[src/rtl/param_cu_pkg.sv]
// Shared encodings for the parameterised control unit: instruction classes,
// FSM states, ALU opcodes and a width helper.
package param_cu_pkg;

   localparam int unsigned CLS_W    = 2;
   localparam int unsigned ALU_OP_W = 2;

   localparam logic [CLS_W-1:0] CLS_ALU   = 2'b00;
   localparam logic [CLS_W-1:0] CLS_LOAD  = 2'b01;
   localparam logic [CLS_W-1:0] CLS_STORE = 2'b10;
   localparam logic [CLS_W-1:0] CLS_MOVE  = 2'b11;

   // Opcodes are passed through untouched to the external ALU
   localparam logic [ALU_OP_W-1:0] ALU_ADD = 2'b00;
   localparam logic [ALU_OP_W-1:0] ALU_OR  = 2'b01;
   localparam logic [ALU_OP_W-1:0] ALU_AND = 2'b10;
   localparam logic [ALU_OP_W-1:0] ALU_XOR = 2'b11;

   typedef enum logic [2:0] {
      IDLE     = 3'd0,
      ALU_EXEC = 3'd1,
      ALU_WB   = 3'd2,
      LD_WAIT  = 3'd3,
      LD_WB    = 3'd4,
      ST_DONE  = 3'd5
   } cu_state_e;

   function automatic int unsigned max_u(input int unsigned a, input int unsigned b);
      return (a > b) ? a : b;
   endfunction

endpackage

[src/rtl/param_cu_regfile.sv]
// Register file: two asynchronous read ports, one synchronous write port,
// async active-low reset to zero and a flat view of all registers.
module param_cu_regfile #(
   parameter int unsigned DATA_W   = 8,
   parameter int unsigned NUM_REGS = 4,
   parameter int unsigned RSW      = 2
) (
   input  logic                         clk,
   input  logic                         rst_n,
   input  logic [RSW-1:0]               ra_addr_i,
   output logic [DATA_W-1:0]            ra_data_o,
   input  logic [RSW-1:0]               rb_addr_i,
   output logic [DATA_W-1:0]            rb_data_o,
   input  logic                         we_i,
   input  logic [RSW-1:0]               waddr_i,
   input  logic [DATA_W-1:0]            wdata_i,
   output logic [NUM_REGS*DATA_W-1:0]   regs_flat_o
);

   logic [NUM_REGS-1:0][DATA_W-1:0] regs_q;

   always_ff @(posedge clk or negedge rst_n) begin
      if (!rst_n) begin
         regs_q <= '0;
      end else if (we_i) begin
         regs_q[waddr_i] <= wdata_i;
      end
   end

   assign ra_data_o   = regs_q[ra_addr_i];
   assign rb_data_o   = regs_q[rb_addr_i];
   assign regs_flat_o = regs_q;

endmodule

[src/rtl/param_control_unit.sv]
// Multi-cycle control unit sequencing ALU, load, store and move instructions
// over a small register file. Define CU_FLAGS_EN to add zero/negative flags.
module param_control_unit
   import param_cu_pkg::*;
#(
   parameter  int unsigned DATA_W   = 8,
   parameter  int unsigned NUM_REGS = 4,
   parameter  int unsigned ADDR_W   = 4,
   parameter  int unsigned RAM_LAT  = 2,
   localparam int unsigned RSW      = $clog2(NUM_REGS),
   localparam int unsigned OPW      = max_u(RSW, ADDR_W),
   localparam int unsigned INSTR_W  = 4 + RSW + OPW
) (
   input  logic                        clk,
   input  logic                        rst_n,
   input  logic [INSTR_W-1:0]          instr,
   input  logic                        instr_valid,
   output logic                        instr_ready,
   output logic                        busy,
   output logic                        done,
   output logic                        ram_rd,
   output logic                        ram_wr,
   output logic [ADDR_W-1:0]           ram_addr,
   output logic [DATA_W-1:0]           ram_wdata,
   input  logic [DATA_W-1:0]           ram_rdata,
   output logic [DATA_W-1:0]           alu_a,
   output logic [DATA_W-1:0]           alu_b,
   output logic [ALU_OP_W-1:0]         alu_op,
   input  logic [DATA_W-1:0]           alu_result,
   output logic [NUM_REGS*DATA_W-1:0]  regs_flat,
   output logic                        flag_z,
   output logic                        flag_n
);

   // Load wait counter covers the RAM_LAT-1 cycles spent in LD_WAIT/LD_WB
   localparam int unsigned CNT_W = (RAM_LAT > 2) ? $clog2(RAM_LAT - 1) : 1;

   logic [CLS_W-1:0]    cls_c;
   logic [ALU_OP_W-1:0] op_c;
   logic [RSW-1:0]      rd_c;
   logic [RSW-1:0]      src_c;
   logic [OPW-1:0]      operand_c;

   assign cls_c     = instr[INSTR_W-1 -: CLS_W];
   assign op_c      = instr[INSTR_W-1-CLS_W -: ALU_OP_W];
   assign rd_c      = instr[OPW +: RSW];
   assign operand_c = instr[OPW-1:0];
   assign src_c     = operand_c[RSW-1:0];

   cu_state_e           state_q,     state_d;
   logic [RSW-1:0]      rd_q,        rd_d;
   logic [CNT_W-1:0]    cnt_q,       cnt_d;
   logic                ram_rd_q,    ram_rd_d;
   logic                ram_wr_q,    ram_wr_d;
   logic [ADDR_W-1:0]   ram_addr_q,  ram_addr_d;
   logic [DATA_W-1:0]   ram_wdata_q, ram_wdata_d;
   logic [DATA_W-1:0]   alu_a_q,     alu_a_d;
   logic [DATA_W-1:0]   alu_b_q,     alu_b_d;
   logic [ALU_OP_W-1:0] alu_op_q,    alu_op_d;
   logic                done_q,      done_d;

   logic                we_c;
   logic [RSW-1:0]      waddr_c;
   logic [DATA_W-1:0]   wdata_c;
   logic [DATA_W-1:0]   ra_data_c;
   logic [DATA_W-1:0]   rb_data_c;

   param_cu_regfile #(
      .DATA_W   (DATA_W),
      .NUM_REGS (NUM_REGS),
      .RSW      (RSW)
   ) u_regfile (
      .clk         (clk),
      .rst_n       (rst_n),
      .ra_addr_i   (rd_c),
      .ra_data_o   (ra_data_c),
      .rb_addr_i   (src_c),
      .rb_data_o   (rb_data_c),
      .we_i        (we_c),
      .waddr_i     (waddr_c),
      .wdata_i     (wdata_c),
      .regs_flat_o (regs_flat)
   );

   always_ff @(posedge clk or negedge rst_n) begin
      if (!rst_n) begin
         state_q     <= IDLE;
         rd_q        <= '0;
         cnt_q       <= '0;
         ram_rd_q    <= 1'b0;
         ram_wr_q    <= 1'b0;
         ram_addr_q  <= '0;
         ram_wdata_q <= '0;
         alu_a_q     <= '0;
         alu_b_q     <= '0;
         alu_op_q    <= '0;
         done_q      <= 1'b0;
      end else begin
         state_q     <= state_d;
         rd_q        <= rd_d;
         cnt_q       <= cnt_d;
         ram_rd_q    <= ram_rd_d;
         ram_wr_q    <= ram_wr_d;
         ram_addr_q  <= ram_addr_d;
         ram_wdata_q <= ram_wdata_d;
         alu_a_q     <= alu_a_d;
         alu_b_q     <= alu_b_d;
         alu_op_q    <= alu_op_d;
         done_q      <= done_d;
      end
   end

   // Next-state, strobe and register-write decode
   always_comb begin
      state_d     = state_q;
      rd_d        = rd_q;
      cnt_d       = cnt_q;
      ram_rd_d    = ram_rd_q;
      ram_wr_d    = ram_wr_q;
      ram_addr_d  = ram_addr_q;
      ram_wdata_d = ram_wdata_q;
      alu_a_d     = alu_a_q;
      alu_b_d     = alu_b_q;
      alu_op_d    = alu_op_q;
      done_d      = 1'b0;
      we_c        = 1'b0;
      waddr_c     = rd_q;
      wdata_c     = alu_result;

      case (state_q)
         IDLE: begin
            if (instr_valid) begin
               case (cls_c)
                  CLS_ALU: begin
                     alu_op_d = op_c;
                     alu_a_d  = ra_data_c;
                     alu_b_d  = rb_data_c;
                     rd_d     = rd_c;
                     state_d  = ALU_EXEC;
                  end
                  CLS_LOAD: begin
                     ram_rd_d   = 1'b1;
                     ram_addr_d = operand_c[ADDR_W-1:0];
                     rd_d       = rd_c;
                     if (RAM_LAT == 1) begin
                        state_d = LD_WB;
                     end else begin
                        cnt_d   = CNT_W'(RAM_LAT - 2);
                        state_d = LD_WAIT;
                     end
                  end
                  CLS_STORE: begin
                     ram_wr_d    = 1'b1;
                     ram_addr_d  = operand_c[ADDR_W-1:0];
                     ram_wdata_d = ra_data_c;
                     state_d     = ST_DONE;
                  end
                  CLS_MOVE: begin
                     we_c    = 1'b1;
                     waddr_c = rd_c;
                     wdata_c = rb_data_c;
                     done_d  = 1'b1;
                  end
                  default: ;
               endcase
            end
         end
         ALU_EXEC: begin
            state_d = ALU_WB;
         end
         ALU_WB: begin
            we_c    = 1'b1;
            wdata_c = alu_result;
            done_d  = 1'b1;
            state_d = IDLE;
         end
         LD_WAIT: begin
            if (cnt_q == '0) begin
               state_d = LD_WB;
            end else begin
               cnt_d = cnt_q - CNT_W'(1);
            end
         end
         LD_WB: begin
            we_c     = 1'b1;
            wdata_c  = ram_rdata;
            ram_rd_d = 1'b0;
            done_d   = 1'b1;
            state_d  = IDLE;
         end
         ST_DONE: begin
            ram_wr_d = 1'b0;
            done_d   = 1'b1;
            state_d  = IDLE;
         end
         default: begin
            ram_rd_d = 1'b0;
            ram_wr_d = 1'b0;
            state_d  = IDLE;
         end
      endcase
   end

`ifdef CU_FLAGS_EN
   logic flag_z_q, flag_z_d;
   logic flag_n_q, flag_n_d;

   // Flags track the value of every register write; stores leave them alone
   always_comb begin
      flag_z_d = flag_z_q;
      flag_n_d = flag_n_q;
      if (we_c) begin
         flag_z_d = (wdata_c == '0);
         flag_n_d = wdata_c[DATA_W-1];
      end
   end

   always_ff @(posedge clk or negedge rst_n) begin
      if (!rst_n) begin
         flag_z_q <= 1'b0;
         flag_n_q <= 1'b0;
      end else begin
         flag_z_q <= flag_z_d;
         flag_n_q <= flag_n_d;
      end
   end

   assign flag_z = flag_z_q;
   assign flag_n = flag_n_q;
`else
   assign flag_z = 1'b0;
   assign flag_n = 1'b0;
`endif

   assign instr_ready = (state_q == IDLE);
   assign busy        = (state_q != IDLE);
   assign done        = done_q;
   assign ram_rd      = ram_rd_q;
   assign ram_wr      = ram_wr_q;
   assign ram_addr    = ram_addr_q;
   assign ram_wdata   = ram_wdata_q;
   assign alu_a       = alu_a_q;
   assign alu_b       = alu_b_q;
   assign alu_op      = alu_op_q;

endmodule

[config.mk]
export PLATFORM = sky130hd
export DESIGN_NAME = param_control_unit
export DESIGN_NICKNAME = d
export VERILOG_FILES = /design/src/rtl/param_cu_pkg.sv /design/src/rtl/param_cu_regfile.sv /design/src/rtl/param_control_unit.sv
export SDC_FILE = /design/constraint.sdc
export NUM_CORES = 1
export LEC_CHECK = 0
export BUFFER_PORTS_ARGS = -buffer_cell sky130_fd_sc_hd__buf_2
export CORE_ASPECT_RATIO = 0.8
export CORE_MARGIN = 2
export CORE_UTILIZATION = 52
export CTS_BUF_LIST = sky130_fd_sc_hd__clkbuf_16
export CTS_CLUSTER_SIZE = 10
export DETAILED_ROUTE_END_ITERATION = 8
export PLACE_DENSITY_LB_ADDON = 0.1
export SLEW_MARGIN = 15
export SYNTH_ARGS = -nofsm -noshare
export SYNTH_HDL_FRONTEND = slang
export SYNTH_SLANG_ARGS = --single-unit
[constraint.sdc]
create_clock -name clk -period 2.4 [get_ports clk]
set_input_delay 0.24 -clock clk [delete_from_list [all_inputs] [get_ports clk]]
set_output_delay 0.24 -clock clk [all_outputs]
set_load 0.005 [all_outputs]
======== Word-level counts from Yosys, hierarchy flattened ========
Cells that the tools add are included.
word-level totals
  register bits after elaboration ......... 71
  bits of input ports ..................... 29
  output and inout port bits .............. 69
  word-level logic and storage cells ...... 85
operators by class
  $add $sub $neg .......................... 1
  $lt $le $gt $ge ......................... 4
  equal/unequal tests ..................... 13
  multiplexer cells ....................... 31
  bitwise gates (word level) .............. 2
  reductions and logical operators ........ 19
operators by type and width
  kind                  count
  $mux W8               5
  $bmux W8 S2           2
  $bwmux W32            1
  $reduce_and A3 Y1     8
  $pmux W3 S3           2
  $demux W8 S2          1
  $pmux W8 S2           1
  $pmux W1 S2           5
  $lt A2 B3 Y1 const B  3
  $mux W1               9
  $reduce_or A4 Y1      2
  $eq A3 B2 Y1 const B  2
  $eq A3 B3 Y1 const B  2
  $mux W2               3
  $mux W3               2
  $reduce_or A2 Y1      3
  $eq A2 B2 Y1 const B  2
  $ne A2 B1 Y1 const B  2
  $ne A2 B2 Y1 const B  2
  $ne A4 B1 Y1 const B  1
  $eq A3 B1 Y1 const B  1
  $logic_not A3 Y1      1
  $reduce_bool A3 Y1    1
  $reduce_or A3 Y1      1
  7 further kinds       8

======== Logic depth before layout (Yosys ltp) ========
Gate-level depths: netlist (run 1).
  depth after elaboration ................. 9
  gate-level depth with buffers ........... 7
  depth with buffers taken out ............ 5

======== Cells and area by module ========
From an unflattened synthesis (run 1), not the netlist that was laid out.
second synthesis, totals
  cells, all modules ...................... 222
  area, all modules ....................... 3418.3 um^2
by module, submodules not included
  module              times used  cells an instance  area an instance (um^2)  sequential area each (um^2)
  param_control_unit  1           134                1828.0                   950.9
  param_cu_regfile    1           88                 1590.3                   800.8

======== Worst setup path before layout (run 1) ========
OpenSTA, ideal clock, no wires.
  path kind ............................... register to register
  from .................................... reg state_q[0]
  to ...................................... reg u_regfile.regs_q, in the netlist u_regfile.regs_flat_o[0]
  library setup time ...................... 0.125 ns
  arrival ................................. 1.878 ns
  data required time ...................... 2.275 ns
  slack ................................... 0.397 ns
  cell stages (with the launch flop) ...... 7
  path buffers ............................ 1
  period minus slack after synthesis ...... 2.003 ns
  path through ............................ dfrtp_1 > buf_6 > nor3_4 > inv_2 > or4_4 > a21oi_4 > mux2_2
between the ends
  longest elaborated chain between the ends .. 7
  elaborated cells on any way between the ends .. 13
  those cells by class .................... order compare: 2; eq/ne: 2; mux: 6; reduce/logical: 3
ends and longest elaborated chain
  what                                                                       RTL line                   source
  start, declared                                                            param_control_unit.sv:50   cu_state_e state_q, state_d;
  start signal, assigned                                                     param_control_unit.sv:99   state_q <= state_d;
  $logic_not A3 Y1 (*)                                                       --
  via instr_ready                                                            param_control_unit.sv:18   output logic instr_ready,
  $mux W2                                                                    param_control_unit.sv:130  case (state_q)
  $lt A2 B3 Y1 (implied by the code) / $ge A2 B1 Y1 (equally long branches)  param_cu_regfile.sv:26     regs_q[waddr_i] <= wdata_i;
  $logic_and A1 B1 Y1 (implied by the code)                                  param_cu_regfile.sv:26
  $mux W8 (implied by the code)                                              param_cu_regfile.sv:26
  $demux W8 S2                                                               --
  $bwmux W32                                                                 param_cu_regfile.sv:26
  end signal, assigned by index                                              param_cu_regfile.sv:26
  end, declared                                                              param_cu_regfile.sv:20     logic [NUM_REGS-1:0][DATA_W-1:0] regs_q;
The timed path passes the listed nets; every way through them passes the cells marked *.
A chain may end at the register's enable or synchronous reset.

======== Worst setup path in the final report (run 1) ========
  from .................................... reg state_q[2]
  to ...................................... reg u_regfile.regs_q, in the netlist u_regfile.regs_flat_o[5]
between the ends
  longest elaborated chain between the ends .. 7
  elaborated cells on any way between the ends .. 13
  those cells by class .................... order compare: 2; eq/ne: 2; mux: 6; reduce/logical: 3
ends and longest elaborated chain
  what                                                                       RTL line
  $logic_not A3 Y1                                                           param_control_unit.sv:130
  $mux W2                                                                    param_control_unit.sv:130
  $lt A2 B3 Y1 (implied by the code) / $ge A2 B1 Y1 (equally long branches)  param_cu_regfile.sv:26
  $logic_and A1 B1 Y1 (implied by the code)                                  param_cu_regfile.sv:26
  $mux W8 (implied by the code)                                              param_cu_regfile.sv:26
  $demux W8 S2                                                               --
  $bwmux W32                                                                 param_cu_regfile.sv:26
Parallel ways exist; a longest one is shown, timed or not.

==> results of run 1 <==
==> logic make-up (layout without fill, tap and decap cells) <==
| kind of cell | count (synthesis) | after routing | synth area share, % |
|---|---|---|---|
| simple gates | 35 | 35 | 6.60 |
| compound gates | 28 | 28 | 6.53 |
| mux | 80 | 80 | 31.3 |
| other cells | 1 | 2 | 0.109 |
| buf+inv | 17 | 125 | 2.50 |
| flops | 70 | 70 | 50.8 |
| fa+ha+maj | 6 | 6 | 2.18 |
==> state kept, by name, summed over array words and instances, names as in the netlist <==
name,count
rd_q,2
alu_b,8
u_regfile.regs_flat_o,32
ram_wdata,8
ram_wr,1
done,1
ram_rd,1
alu_a,8
ram_addr,4
state_q,3
alu_op,2
==> worst register-to-register path: cells and delay by family (launching register included) <==
family          cells  cell delay [ns]
buf+inv             1             0.07
mux                 1             0.39
flops               1             0.47
compound gates      1             0.35
simple gates        2             0.76
==> cell type report <==
type,instances,area (um^2)
inverter,4,15.0
clock inverter,7,114
timing repair buffer,105,566
clock buffer,9,225
fill,482,2010
sequential,70,1750
multi-input combinational,151,1620
tap,84,105
==> placed cells by master (no fill, tap or decap), types with 6 or more instances in the layout <==
master,count
buf_4,8
nand2_1,8
clkbuf_16,9
dfrtp_1,70
mux2_2,64
buf_2,95
mux4_2,16
or3_1,9
a21oi_1,6
ha_1,6
o221a_2,8
==> final timing paths <==
path                       cells after the start  slack [ns]                   start                                   end
max reg2reg                                    5        0.24  state_q[2]$_DFFE_PN0P_  u_regfile.regs_flat_o[5]$_DFFE_PN0P_
max in group asynchronous                      3        1.64                   rst_n               ram_addr[2]$_DFFE_PN0P_
min                                            2        0.14                instr[2]               ram_addr[2]$_DFFE_PN0P_
min reg2reg                                    1        0.50    alu_b[3]$_DFFE_PN0P_                  alu_b[3]$_DFFE_PN0P_
min in group asynchronous                      3        0.46                   rst_n              ram_wdata[5]$_DFFE_PN0P_
max                                            5        0.24  state_q[2]$_DFFE_PN0P_  u_regfile.regs_flat_o[5]$_DFFE_PN0P_
==> repair_timing <==
action,4_1_cts,5_1_grt
setup buffers,0,0
setup endpoints to repair,0,0
hold buffers,1,0
hold endpoints to repair,70,0
==> stage by stage <==
step           util [%]  total power, mW  worst slack, ns
2_1_floorplan         -             3.15            0.397
3_3_place_gp       63.1             3.97            0.231
3_5_place_dp       63.1             4.04            0.115
4_1_cts            68.5             5.56            0.151
5_1_grt            68.6             5.84            0.163
6_report           68.6             5.54            0.244
==> power breakdown <==
part / internal (mW) / switching [mW] / leakage [nW] / total (mW)
Sequential: 1.73 / 0.437 / 0.839 / 2.17
Combinational: 1.12 / 0.739 / 1.01 / 1.86
Clock: 1.01 / 0.499 / 0.164 / 1.51
==> metal layers <==
metal	GRT usage (%)	part of all wire, %	up-vias
li1	-	-	1112
met1	36.1	46	1310
met2	36.5	46	111
met3	6.39	7.1	10
met4	7.68	1.1	0
met5	0	0	-
==> out/results.txt, run 1 <==
Kind of start point of the critical path: register
Post-cts sizing count: 0
Buffers & Inverters on Critical Path: 1
Num CTS Buffers: 9
Distinct cell type count after synthesis: 36
Residual DRC: 0
Hold Vio Cnt, Final: 0
Vias in the first global route: 2507
Cells after synthesis: 237
Hold_ws: 0.137 ns
H-tree depth: 3
CTS tree: yes
Grt ovf: 0
DRT Pass-1 Iters: 4
Setup TNS: 0 ns
Clock skew: 0.00445 ns
DP Area: 4040 um^2
Pleak: 2.01 nW
Crit-path leading delay family: simple AND/OR/NAND/NOR gates
HPWL Detailed: 5840 um
Top post-synthesis cells by area: dfrtp_1 (51%), mux2_2 (21%), mux4_2 (10%)
Post-route cell area: 4400 um^2
Synth top area share: 50.8%
Final period util: 89.8%
Count leader, synth: dfrtp_1
Post-layout min period: 2.16 ns
First-pass GRT wire length: 13300 um
Synth area leader: dfrtp_1
Worst VDD drop: 0.000562 V
CTS max path bufs: 2
Status: complete, no violations
Min-Delay Path Class: input pin to register
Max Cap Viol: 0
Post-synth EDFFs: 0
Most frequent cells after synthesis: dfrtp_1 (70), mux2_2 (64), mux4_2 (16)
Slew Limit Fails: 0
Critical path peak fanout: 8
Top_reg_cell synth: dfrtp_1
Final non-filler cell total: 430
Initial antenna violation count: 0
Critical path's slowest cell: or4_4
Final ANT Viol Nets: 0
Global Route Usage Sum: 24.8%
Worst-margin pin slew: 0.780 ns
Initial DRC count: 201
Wire per inst: 19.9 um
Die area: 7310 um^2
Vias: 2543
Core area: 6410 um^2
Rows: 26
Yosys Warn Count: 0
Share of layout cells above drive strength 1: 61.8%
Die Y: 76.9 um
IO Port Bufs: 95
Layout area overhead: 27.4%
Critical path class: register to register
Placed insts: 413
Crit-path max cell delay: 0.49 ns
Clk root buf: clkbuf_16
Slew headroom: 47.7%
Detailed Route WL: 8560 um
Clock sinks: 70
Final RePlAce weighted congestion: 0.794
Max frequency: 0.464 GHz
Power Density: 1260 nW/um^2
Critical Path AT: 2.37 ns
DIE WIDTH: 95.1 um
Register area share after synthesis: 50.8%
Worst-path clk slew: 0.06 ns
Cell Area, Synth: 3450 um^2
RSZ-0062 raised after global routing: no
Setup-failing EPs final: 0
Initial Utilization: 53.8%
Ys async rst share: 100%
CP Cell Sequence: nor3_4 > inv_2 > or4_4 > a21oi_4 > mux2_2
Ports: 98
Worst setup EP type: register
Flops & latches, synth: 70
Via-to-Cell Ratio: 5.91
Synthesized area per cell: 14.6 um^2
Crit path required time: 2.61 ns
Final #Nets: 376
N_diodes: 0
Clock latency on the worst-skew pair: 0.33 ns
Largest net degree at the start of global routing: 71
Note: power is estimated with default switching activity, not from simulation.
==> inputs of run 2 (changes only) <==
==> constraint.sdc (replaced) <==
create_clock -name clk -period 2.4 [get_ports clk]
set_input_delay 0.12 -clock clk [delete_from_list [all_inputs] [get_ports clk]]
set_output_delay 0.12 -clock clk [all_outputs]
set_load 0.005 [all_outputs]
==> out/results.txt, run 2 (same netlist as run 1, synthesis figures left out) <==
Status: complete, no violations
Grt ovf: 0
Critical path peak fanout: 8
Ports: 98
Clock latency on the worst-skew pair: 0.32 ns
HPWL Detailed: 6030 um
Share of layout cells above drive strength 1: 61.7%
Num CTS Buffers: 9
Initial Utilization: 53.8%
DRT Pass-1 Iters: 4
Initial DRC count: 149
Initial antenna violation count: 0
DP Area: 4040 um^2
Core area: 6410 um^2
Post-layout min period: 2.14 ns
Hold Vio Cnt, Final: 0
Final ANT Viol Nets: 0
Fin worst setup slack: 0.262 ns
Die Y: 76.9 um
Max Cap Viol: 0
Max FFs per register: 32
Worst setup EP type: register
Power Density: 1200 nW/um^2
Switching power: 1.65 mW
Post-route cell area: 4310 um^2
H-tree depth: 3
Setup-failing EPs final: 0
Wire per inst: 20.0 um
Clk root buf: clkbuf_16
Max frequency: 0.468 GHz
Critical path class: register to register
N_diodes: 0
Sequential share of power: 41.9%
RSZ-0062 raised after global routing: no
Clock sinks: 70
Reg-to-Reg Start: state_q[2]$_DFFE_PN0P_
Kind of start point of the critical path: register
Worst VDD drop: 0.000630 V
Slew headroom: 27.2%
Pre-CTS WS: 0.281 ns
Final period util: 89.1%
First-pass GRT wire length: 13700 um
CTS tree: yes
Via-to-Cell Ratio: 5.73
Clock power share: 22.0%
Placed insts: 413
Cell-internal power: 3.53 mW
Logic gate share of total power: 36.1%
Global Route Usage Sum: 25.2%
Crit path required time: 2.60 ns
WHS Endpoint: ram_addr[2]$_DFFE_PN0P_
Clock skew: 0.00533 ns
Largest net degree at the start of global routing: 32
Post-CTS Setup Bufs: 0
Rows: 26
Vias in the first global route: 2484
Critical Path AT: 2.34 ns
Pleak: 1.98 nW
Filler Cells Inserted: 494
Layout area overhead: 24.9%
Final #Nets: 376
Min-Delay Startpoint: instr[2]
Worst hold stages: 2
Switch share: 31.8%
Residual DRC: 0
Worst-path clk slew: 0.05 ns
Setup TNS: 0 ns
Final non-filler cell total: 429
Min-Delay Path Class: input pin to register
IO Port Bufs: 95
Reg2reg end: u_regfile.regs_flat_o[1]$_DFFE_PN0P_
Die area: 7310 um^2
DIE WIDTH: 95.1 um
Worst-margin pin slew: 1.08 ns
Vias: 2459
R2R Setup Slk: 0.26 ns
Worst Setup SP: state_q[2]$_DFFE_PN0P_
Final RePlAce weighted congestion: 0.779
Commonest non-fill, non-tap cell in the layout: buf_2
Slew Limit Fails: 0
Most frequent cells in the layout: buf_2 (95), dfrtp_1 (70), mux2_2 (64)
Detailed Route WL: 8570 um
Reg2Reg Depth: 5
CTS max path bufs: 2
run 2: metal layers:
metal,vias to the layer above,global-route usage (%),part of all wire (%)
met5,-,0,0
met4,0,7.68,1.2
met3,10,5.01,5.5
met2,81,37.5,48
met1,1260,37.4,46
li1,1108,-,-
run 2: layout make-up:
class	instances	area, um^2	share of cell area (%)
Clock buffer	9	225	5.22
Tap cell	84	105	2.44
Sequential cell	70	1750	40.6
Timing Repair Buffer	105	566	13.1
Clock inverter	6	31.3	0.726
Inverter	4	15.0	0.348
Multi-Input combinational cell	151	1620	37.5
run 2: worst max path at each step:
stage                     slack (ns)  cells past startpoint                                    to
final                           0.26                      5  u_regfile.regs_flat_o[1]$_DFFE_PN0P_
after global routing            0.20                      5  u_regfile.regs_flat_o[1]$_DFFE_PN0P_
after CTS                       0.28                      5  u_regfile.regs_flat_o[1]$_DFFE_PN0P_
after detailed placement        0.28                      5  u_regfile.regs_flat_o[1]$_DFFE_PN0P_
after global placement          0.31                      5  u_regfile.regs_flat_o[4]$_DFFE_PN0P_
after floorplan                 0.40                      6  u_regfile.regs_flat_o[0]$_DFFE_PN0P_
run 2: timing repair:
item | CTS | global route
gates resized for setup | 0 | 0
hold buffers | 1 | 0
hold endpoints to repair | 28 | 0
endpoints found under the setup margin | 0 | 0
run 2: critical path, cell delays in order, from the launching register on:
cell,delay [ns]
dfrtp_1,0.46
nor3_4,0.25
inv_2,0.07
or4_4,0.49
a21oi_4,0.36
mux2_2,0.39
run 2: power by group through the flow:
stage / Combinational [mW] / Sequential (mW) / Clock, mW
after global routing: 2.03 / 2.25 / 1.21
after CTS: 1.89 / 2.17 / 1.16
after floorplan: 1.02 / 2.13 / 0
after detailed placement: 1.88 / 2.18 / 0
after global placement: 1.82 / 2.15 / 0
final: 1.87 / 2.17 / 1.14
run 2: metrics by stage:
step / util [%] / total power [mW] / hold slack [ns]
after global routing: 67.3 / 5.49 / 0.0216
final: 67.3 / 5.19 / 0.0234
after CTS: 67.3 / 5.22 / 0.0150
after global placement: 63.1 / 3.97 / 0.213
after floorplan: - / 3.15 / -0.176
after detailed placement: 63.1 / 4.06 / 0.210
